File: src/rtl/hmm_path_scorer_if.sv
// Token stream into the HMM path scorer.
// Master drives word/pos/last tokens; slave returns ready.
interface hmm_path_scorer_if #(
    parameter int word_num_bit = 4,
    parameter int POS_num_bit  = 4
);
    logic                    in_valid;
    logic                    in_ready;
    logic [word_num_bit-1:0] in_word;
    logic [POS_num_bit-1:0]  in_pos;
    logic                    in_last;

    modport master (
        output in_valid,
        output in_word,
        output in_pos,
        output in_last,
        input  in_ready
    );

    modport slave (
        input  in_valid,
        input  in_word,
        input  in_pos,
        input  in_last,
        output in_ready
    );
endinterface

File: src/rtl/hmm_path_scorer.sv
// Joint HMM path probability of a (word, POS) sequence in Q0.32.
// Reads transition and emission tables through registered read ports.
module hmm_path_scorer #(
    parameter int word_num     = 16,
    parameter int word_num_bit = 4,
    parameter int p_size       = 32,
    parameter int POS_num      = 11,
    parameter int POS_num_bit  = 4
) (
    input  logic                    clk,
    input  logic                    reset,
    input  logic                    start,
    hmm_path_scorer_if.slave        tok,
    output logic [POS_num_bit-1:0]  trans_prev,
    output logic [POS_num_bit-1:0]  trans_curr,
    input  logic [p_size-1:0]       trans_data,
    output logic [word_num_bit-1:0] emiss_word,
    output logic [POS_num_bit-1:0]  emiss_pos,
    input  logic [p_size-1:0]       emiss_data,
    output logic [p_size-1:0]       score,
    output logic [word_num_bit:0]   length,
    output logic                    busy,
    output logic                    done,
    output logic                    error
);
    typedef enum logic [2:0] {
        IDLE, ACCEPT, FETCH, MUL_T, MUL_E, FIN, ERR
    } state_e;

    localparam logic [POS_num_bit-1:0] START_ROW = POS_num_bit'(POS_num);
    localparam logic [word_num_bit:0]  LEN_MAX   = (word_num_bit + 1)'(word_num);
    localparam logic [p_size-1:0]      ONE       = '1;

    state_e                  state_q, state_d;
    logic [p_size-1:0]       score_q, score_d;
    logic [word_num_bit:0]   length_q, length_d;
    logic [POS_num_bit-1:0]  prev_q, prev_d;
    logic [POS_num_bit-1:0]  pos_q, pos_d;
    logic                    last_q, last_d;
    logic [p_size-1:0]       emiss_reg_q, emiss_reg_d;
    logic [POS_num_bit-1:0]  trans_prev_q, trans_prev_d;
    logic [POS_num_bit-1:0]  trans_curr_q, trans_curr_d;
    logic [word_num_bit-1:0] emiss_word_q, emiss_word_d;
    logic [POS_num_bit-1:0]  emiss_pos_q, emiss_pos_d;

    logic [2*p_size-1:0]     prod_t;
    logic [2*p_size-1:0]     prod_e;
    logic                    restart;

    // Truncating Q0.32 multiply: keep the upper half of the product.
    assign prod_t = {{p_size{1'b0}}, score_q} * {{p_size{1'b0}}, trans_data};
    assign prod_e = {{p_size{1'b0}}, score_q} * {{p_size{1'b0}}, emiss_reg_q};

    assign restart = start &&
        (state_q == IDLE || state_q == FIN || state_q == ERR);

    always_comb begin
        state_d      = state_q;
        score_d      = score_q;
        length_d     = length_q;
        prev_d       = prev_q;
        pos_d        = pos_q;
        last_d       = last_q;
        emiss_reg_d  = emiss_reg_q;
        trans_prev_d = trans_prev_q;
        trans_curr_d = trans_curr_q;
        emiss_word_d = emiss_word_q;
        emiss_pos_d  = emiss_pos_q;

        unique case (state_q)
            ACCEPT: begin
                if (tok.in_valid) begin
                    pos_d  = tok.in_pos;
                    last_d = tok.in_last;
                    if (tok.in_pos >= START_ROW || length_q == LEN_MAX) begin
                        state_d = ERR;
                    end else begin
                        state_d      = FETCH;
                        trans_prev_d = prev_q;
                        trans_curr_d = tok.in_pos;
                        emiss_word_d = tok.in_word;
                        emiss_pos_d  = tok.in_pos;
                    end
                end
            end
            FETCH: begin
                state_d = MUL_T;
            end
            MUL_T: begin
                score_d     = prod_t[2*p_size-1:p_size];
                emiss_reg_d = emiss_data;
                state_d     = MUL_E;
            end
            MUL_E: begin
                score_d  = prod_e[2*p_size-1:p_size];
                prev_d   = pos_q;
                length_d = length_q + 1'b1;
                state_d  = last_q ? FIN : ACCEPT;
            end
            FIN: begin
                state_d = IDLE;
            end
            IDLE, ERR: begin
                state_d = state_q;
            end
            default: begin
                state_d = IDLE;
            end
        endcase

        if (restart) begin
            state_d  = ACCEPT;
            score_d  = ONE;
            length_d = '0;
            prev_d   = START_ROW;
        end
    end

    always_ff @(posedge clk or negedge reset) begin
        if (!reset) begin
            state_q      <= IDLE;
            score_q      <= '0;
            length_q     <= '0;
            prev_q       <= START_ROW;
            pos_q        <= '0;
            last_q       <= 1'b0;
            emiss_reg_q  <= '0;
            trans_prev_q <= '0;
            trans_curr_q <= '0;
            emiss_word_q <= '0;
            emiss_pos_q  <= '0;
        end else begin
            state_q      <= state_d;
            score_q      <= score_d;
            length_q     <= length_d;
            prev_q       <= prev_d;
            pos_q        <= pos_d;
            last_q       <= last_d;
            emiss_reg_q  <= emiss_reg_d;
            trans_prev_q <= trans_prev_d;
            trans_curr_q <= trans_curr_d;
            emiss_word_q <= emiss_word_d;
            emiss_pos_q  <= emiss_pos_d;
        end
    end

    assign tok.in_ready = (state_q == ACCEPT);
    assign busy         = (state_q != IDLE) && (state_q != ERR);
    assign done         = (state_q == FIN);
    assign error        = (state_q == ERR);
    assign score        = score_q;
    assign length       = length_q;
    assign trans_prev   = trans_prev_q;
    assign trans_curr   = trans_curr_q;
    assign emiss_word   = emiss_word_q;
    assign emiss_pos    = emiss_pos_q;
endmodule

File: src/flat_wrapper.sv
// flat-port wrapper written by rule: the top's interface ports become plain ports
module hmm_path_scorer_flat 
#(
    parameter int word_num     = 16,
    parameter int word_num_bit = 4,
    parameter int p_size       = 32,
    parameter int POS_num      = 11,
    parameter int POS_num_bit  = 4
)
  (clk, reset, start, trans_prev, trans_curr, trans_data, emiss_word, emiss_pos, emiss_data, score, length, busy, done, error, tok_in_valid, tok_in_word, tok_in_pos, tok_in_last, tok_in_ready);
  hmm_path_scorer_if #(.word_num_bit(word_num_bit), .POS_num_bit(POS_num_bit)) tok_i ();
  input  logic clk;
  input  logic reset;
  input  logic start;
  output logic [POS_num_bit-1:0] trans_prev;
  output logic [POS_num_bit-1:0] trans_curr;
  input  logic [p_size-1:0] trans_data;
  output logic [word_num_bit-1:0] emiss_word;
  output logic [POS_num_bit-1:0] emiss_pos;
  input  logic [p_size-1:0] emiss_data;
  output logic [p_size-1:0] score;
  output logic [word_num_bit:0] length;
  output logic busy;
  output logic done;
  output logic error;
  input wire logic [$bits(tok_i.in_valid)-1:0] tok_in_valid;
  input wire logic [$bits(tok_i.in_word)-1:0] tok_in_word;
  input wire logic [$bits(tok_i.in_pos)-1:0] tok_in_pos;
  input wire logic [$bits(tok_i.in_last)-1:0] tok_in_last;
  output wire logic [$bits(tok_i.in_ready)-1:0] tok_in_ready;
  assign tok_i.in_valid = tok_in_valid;
  assign tok_i.in_word = tok_in_word;
  assign tok_i.in_pos = tok_in_pos;
  assign tok_i.in_last = tok_in_last;
  assign tok_in_ready = tok_i.in_ready;
  hmm_path_scorer #(.word_num(word_num), .word_num_bit(word_num_bit), .p_size(p_size), .POS_num(POS_num), .POS_num_bit(POS_num_bit)) u_core (.clk(clk), .reset(reset), .start(start), .tok(tok_i), .trans_prev(trans_prev), .trans_curr(trans_curr), .trans_data(trans_data), .emiss_word(emiss_word), .emiss_pos(emiss_pos), .emiss_data(emiss_data), .score(score), .length(length), .busy(busy), .done(done), .error(error));
endmodule
File: config.mk
export PLATFORM = sky130hd
export DESIGN_NAME = hmm_path_scorer_flat
export DESIGN_NICKNAME = d
export VERILOG_FILES = /design/src/rtl/hmm_path_scorer_if.sv /design/src/rtl/hmm_path_scorer.sv /design/src/flat_wrapper.sv
export SDC_FILE = /design/constraint.sdc
export NUM_CORES = 2
export LEC_CHECK = 0
export CAP_MARGIN = 25
export CORE_UTILIZATION = 40
export CTS_BUF_LIST = sky130_fd_sc_hd__clkbuf_2 sky130_fd_sc_hd__clkbuf_4 sky130_fd_sc_hd__clkbuf_8
export DETAILED_ROUTE_END_ITERATION = 6
export DONT_BUFFER_PORTS = 1
export SLEW_MARGIN = 20
export SYNTH_ARGS = -nofsm -noshare
export SYNTH_HDL_FRONTEND = slang
export SYNTH_SLANG_ARGS = --single-unit
File: constraint.sdc
create_clock -name clk -period 13.3 [get_ports clk]
set_input_delay 2.66 -clock clk [delete_from_list [all_inputs] [get_ports clk]]
set_output_delay 2.66 -clock clk [all_outputs]
set_load 0.1 [all_outputs]
==> flow_summary_export.csv <==
group,metric,value,unit
status,status,"finished clean",
die,die-area,174000,µm²
critical_path,reg2reg_slack,3.88,ns
sta,setup_slack,3.37,ns
die,start_util,40.5,%
clock_tree,cts-root-buf,"clkbuf_8",
critical_path,slowest_stage,"a311oi_1",
sta,setup_viol,0,
synth,yosysSeqAreaShare,3.39,%
global_route,grt_max_degree,94,
clock_tree,tritoncts,"done",
hold_path,min_path_type,"reg2reg",
sta,fin_setup_tns,0,ns
drt,routed_wl,202,mm
synth,synthesis.nets,9914,
drt,via_count,49100,
synth,syn_inst,7525,
drt,wire_per_inst,21.5,µm
global_route,grt_pass1_vias,55600,
place,gp_congestion,0.895,
die,dieWidth,417,µm
sta,min_period_over_period,74.6,%
synth,synth_area,68800,µm²
drt,via_per_inst,5.24,
finish,fillers,16900,
finish,final_net_count,9540,
clock_tree,numCtsBuffers,9,
synth,synth_common_cells,"fa_1 (1790), inv_1 (1726), and2_1 (1184)",
drt,drc,0,
global_route,grt_pass1_wl,324,mm
sta,clock-skew-final,0.0555,ns
sta,slew_violations,0,
sta,hold_viol,0,
critical_path,crit_type,"in2reg",
finish,utilization,41.6,%
clock_tree,clkLatencyLatePin,0.52,ns
drt,dr.pass1.iters,5,
finish,drive_above_1_share,2.38,%
place,numPortBuffers,0,
critical_path,cp-start-kind,"primary input",
synth,synth_area_leader_cell,"fa_1",
critical_path,cp-end-kind,"flip-flop",
critical_path,crit_arrival,10.32,ns
clock_tree,clock_sinks,93,
clock_tree,cts_hold_buf,0,
clock_tree,cts_buffer_depth,2,
drt,drt_iter0_drc,3045,
finish,syn_to_final_growth,2.90,%
die,io_pins,134,
clock_tree,htree_levels,3,
synth,synth_edf_count,0,
synth,syn_area_per_cell,9.14,µm²
critical_path,cp.required,13.69,ns
global_route,grt_util_all_layers,24.3,%
synth,ys_types,65,
global_route,antenna_found_initial,15,
synth,ys_warn_count,0,
clock_tree,cts_setup_buffers,0,
sta,tightest_slew,1.09,ns
sta,fmax,101,MHz
die,coreArea,170000,µm²
place,pre_cts_ws,2.99,ns
critical_path,crit_top_cell,"fa_1",
sta,hold_slack,0.438,ns
place,place_hpwl,150,mm
sta,rsz0062_at_grt,"false",
synth,yosysMostFrequentCell,"fa_1",
synth,synth_top_area_share,52.1,%
sta,slew_headroom,27.5,%
synth,dominantRegCellSynth,"dfrtp_1",
critical_path,max_stage_delay,0.67,ns
clock_tree,path_clk_slew,0.18,ns
flow_run,cap_violations,0,
sta,layout_min_cycle_time,9.93,ns
critical_path,crit_path_max_fanout,32,
drt,drtAntennaViolNets,0,
die,row_count,151,
clock_tree,cts_resized,0,
synth,synthArstFlopShare,100,%
synth,synthTopCellsByArea,"fa_1 (52%), and2_1 (11%), ha_1 (9.5%)",
die,die_y,417,µm
global_route,grt_overflow_total,0,
synth,synth_seq_cells,93,
-- final cells by class --
class	instances	area [µm²]	area share, %
Sequential cell	93	2460	3.48
Timing Repair Buffer	78	623	0.880
Multi-Input combinational cell	5243	58200	82.3
Inverter	1726	6480	9.15
Clock buffer	9	124	0.175
Antenna cell	11	27.5	0.0389
Tap cell	2218	2780	3.92
Clock inverter	7	70.1	0.0990
-- registers in the layout (all words and copies together), names as in the netlist --
signal              cells
u_core.emiss_reg_q     32
u_core.score           32
u_core.length           5
u_core.emiss_word       4
u_core.pos_q            4
u_core.prev_q           4
u_core.trans_curr       4
u_core.trans_prev       4
u_core.state_q          3
u_core.last_q           1
-- per-stage QoR --
step	std cells	area, µm²
after floorplan	7525	68800
after global placement	9356	70500
after detailed placement	9357	70500
after CTS	9373	70700
after global routing	9380	70800
final	9385	70800
-- routing by layer --
layer  vias up  global-route usage, %  wire length, µm
met5         -                      0                0
met4         0                   7.99             7020
met3       328                   3.06            12600
met2      1615                   42.1           101000
met1     26200                   31.3            81700
li1      21000                      -                -
-- cells in the final DEF, fill, tap and decap left out, drive strengths merged, types with 12 or more instances in the layout --
master	netlist	final
o22ai	26	26
nand3	34	34
nor2b	15	15
dfrtp	90	90
buf	16	77
o21bai	14	14
xor2	30	30
nand4	30	30
fa	1790	1790
and3	12	12
ha	522	522
and2	1184	1184
o21ai	59	59
nor2	65	65
mux2	17	17
inv	1726	1729
xnor2	42	42
a21oi	144	144
a21o	68	68
nor3	13	13
a31oi	13	13
nand2	1052	1052
-- path summary, 6_finish.rpt --
check / from / endpoint / depth (start not counted)
min in group asynchronous: reset / u_core.pos_q[1]$_DFFE_PN0P_ / 0
worst min register to register: u_core.pos_q[0]$_DFFE_PN0P_ / u_core.prev_q[0]$_DFFE_PN1P_ / 2
worst max register to register: u_core.score[8]$_DFFE_PN0P_ / u_core.score[26]$_DFFE_PN0P_ / 27
worst min-delay path: u_core.pos_q[0]$_DFFE_PN0P_ / u_core.prev_q[0]$_DFFE_PN1P_ / 2
worst max-delay path: trans_data[17] / u_core.score[31]$_DFFE_PN0P_ / 25
max in group asynchronous: reset / u_core.emiss_reg_q[14]$_DFFE_PN0N_ / 0
-- worst max-delay path: cells and delay by family --
kind / cells / cell delay, ns
and+or+nand+nor: 4 / 0.77
AOI/OAI and AO/OA: 7 / 2.13
buffers and inverters: 4 / 0.21
xor gates and xnor gates: 1 / 0.14
adders and majority gates: 9 / 4.36
-- cell families (layout without fill, tap and decap cells) --
family                     count (synthesis)  in the layout  share of synthesized area [%]
AOI/OAI and AO/OA                        409            409                           3.81
adders and majority gates               2312           2312                           61.6
xor gates and xnor gates                  72             72                          0.917
buffers and inverters                   2189           1820                           12.0
other                                      0             11                              0
DFF                                       93             93                           3.39
and+or+nand+nor                         2430           2430                           18.0
muxes                                     20             20                          0.322
Power is not shown: default switching activity piles up to over one toggle a cycle in this logic, so the estimate is an artifact.
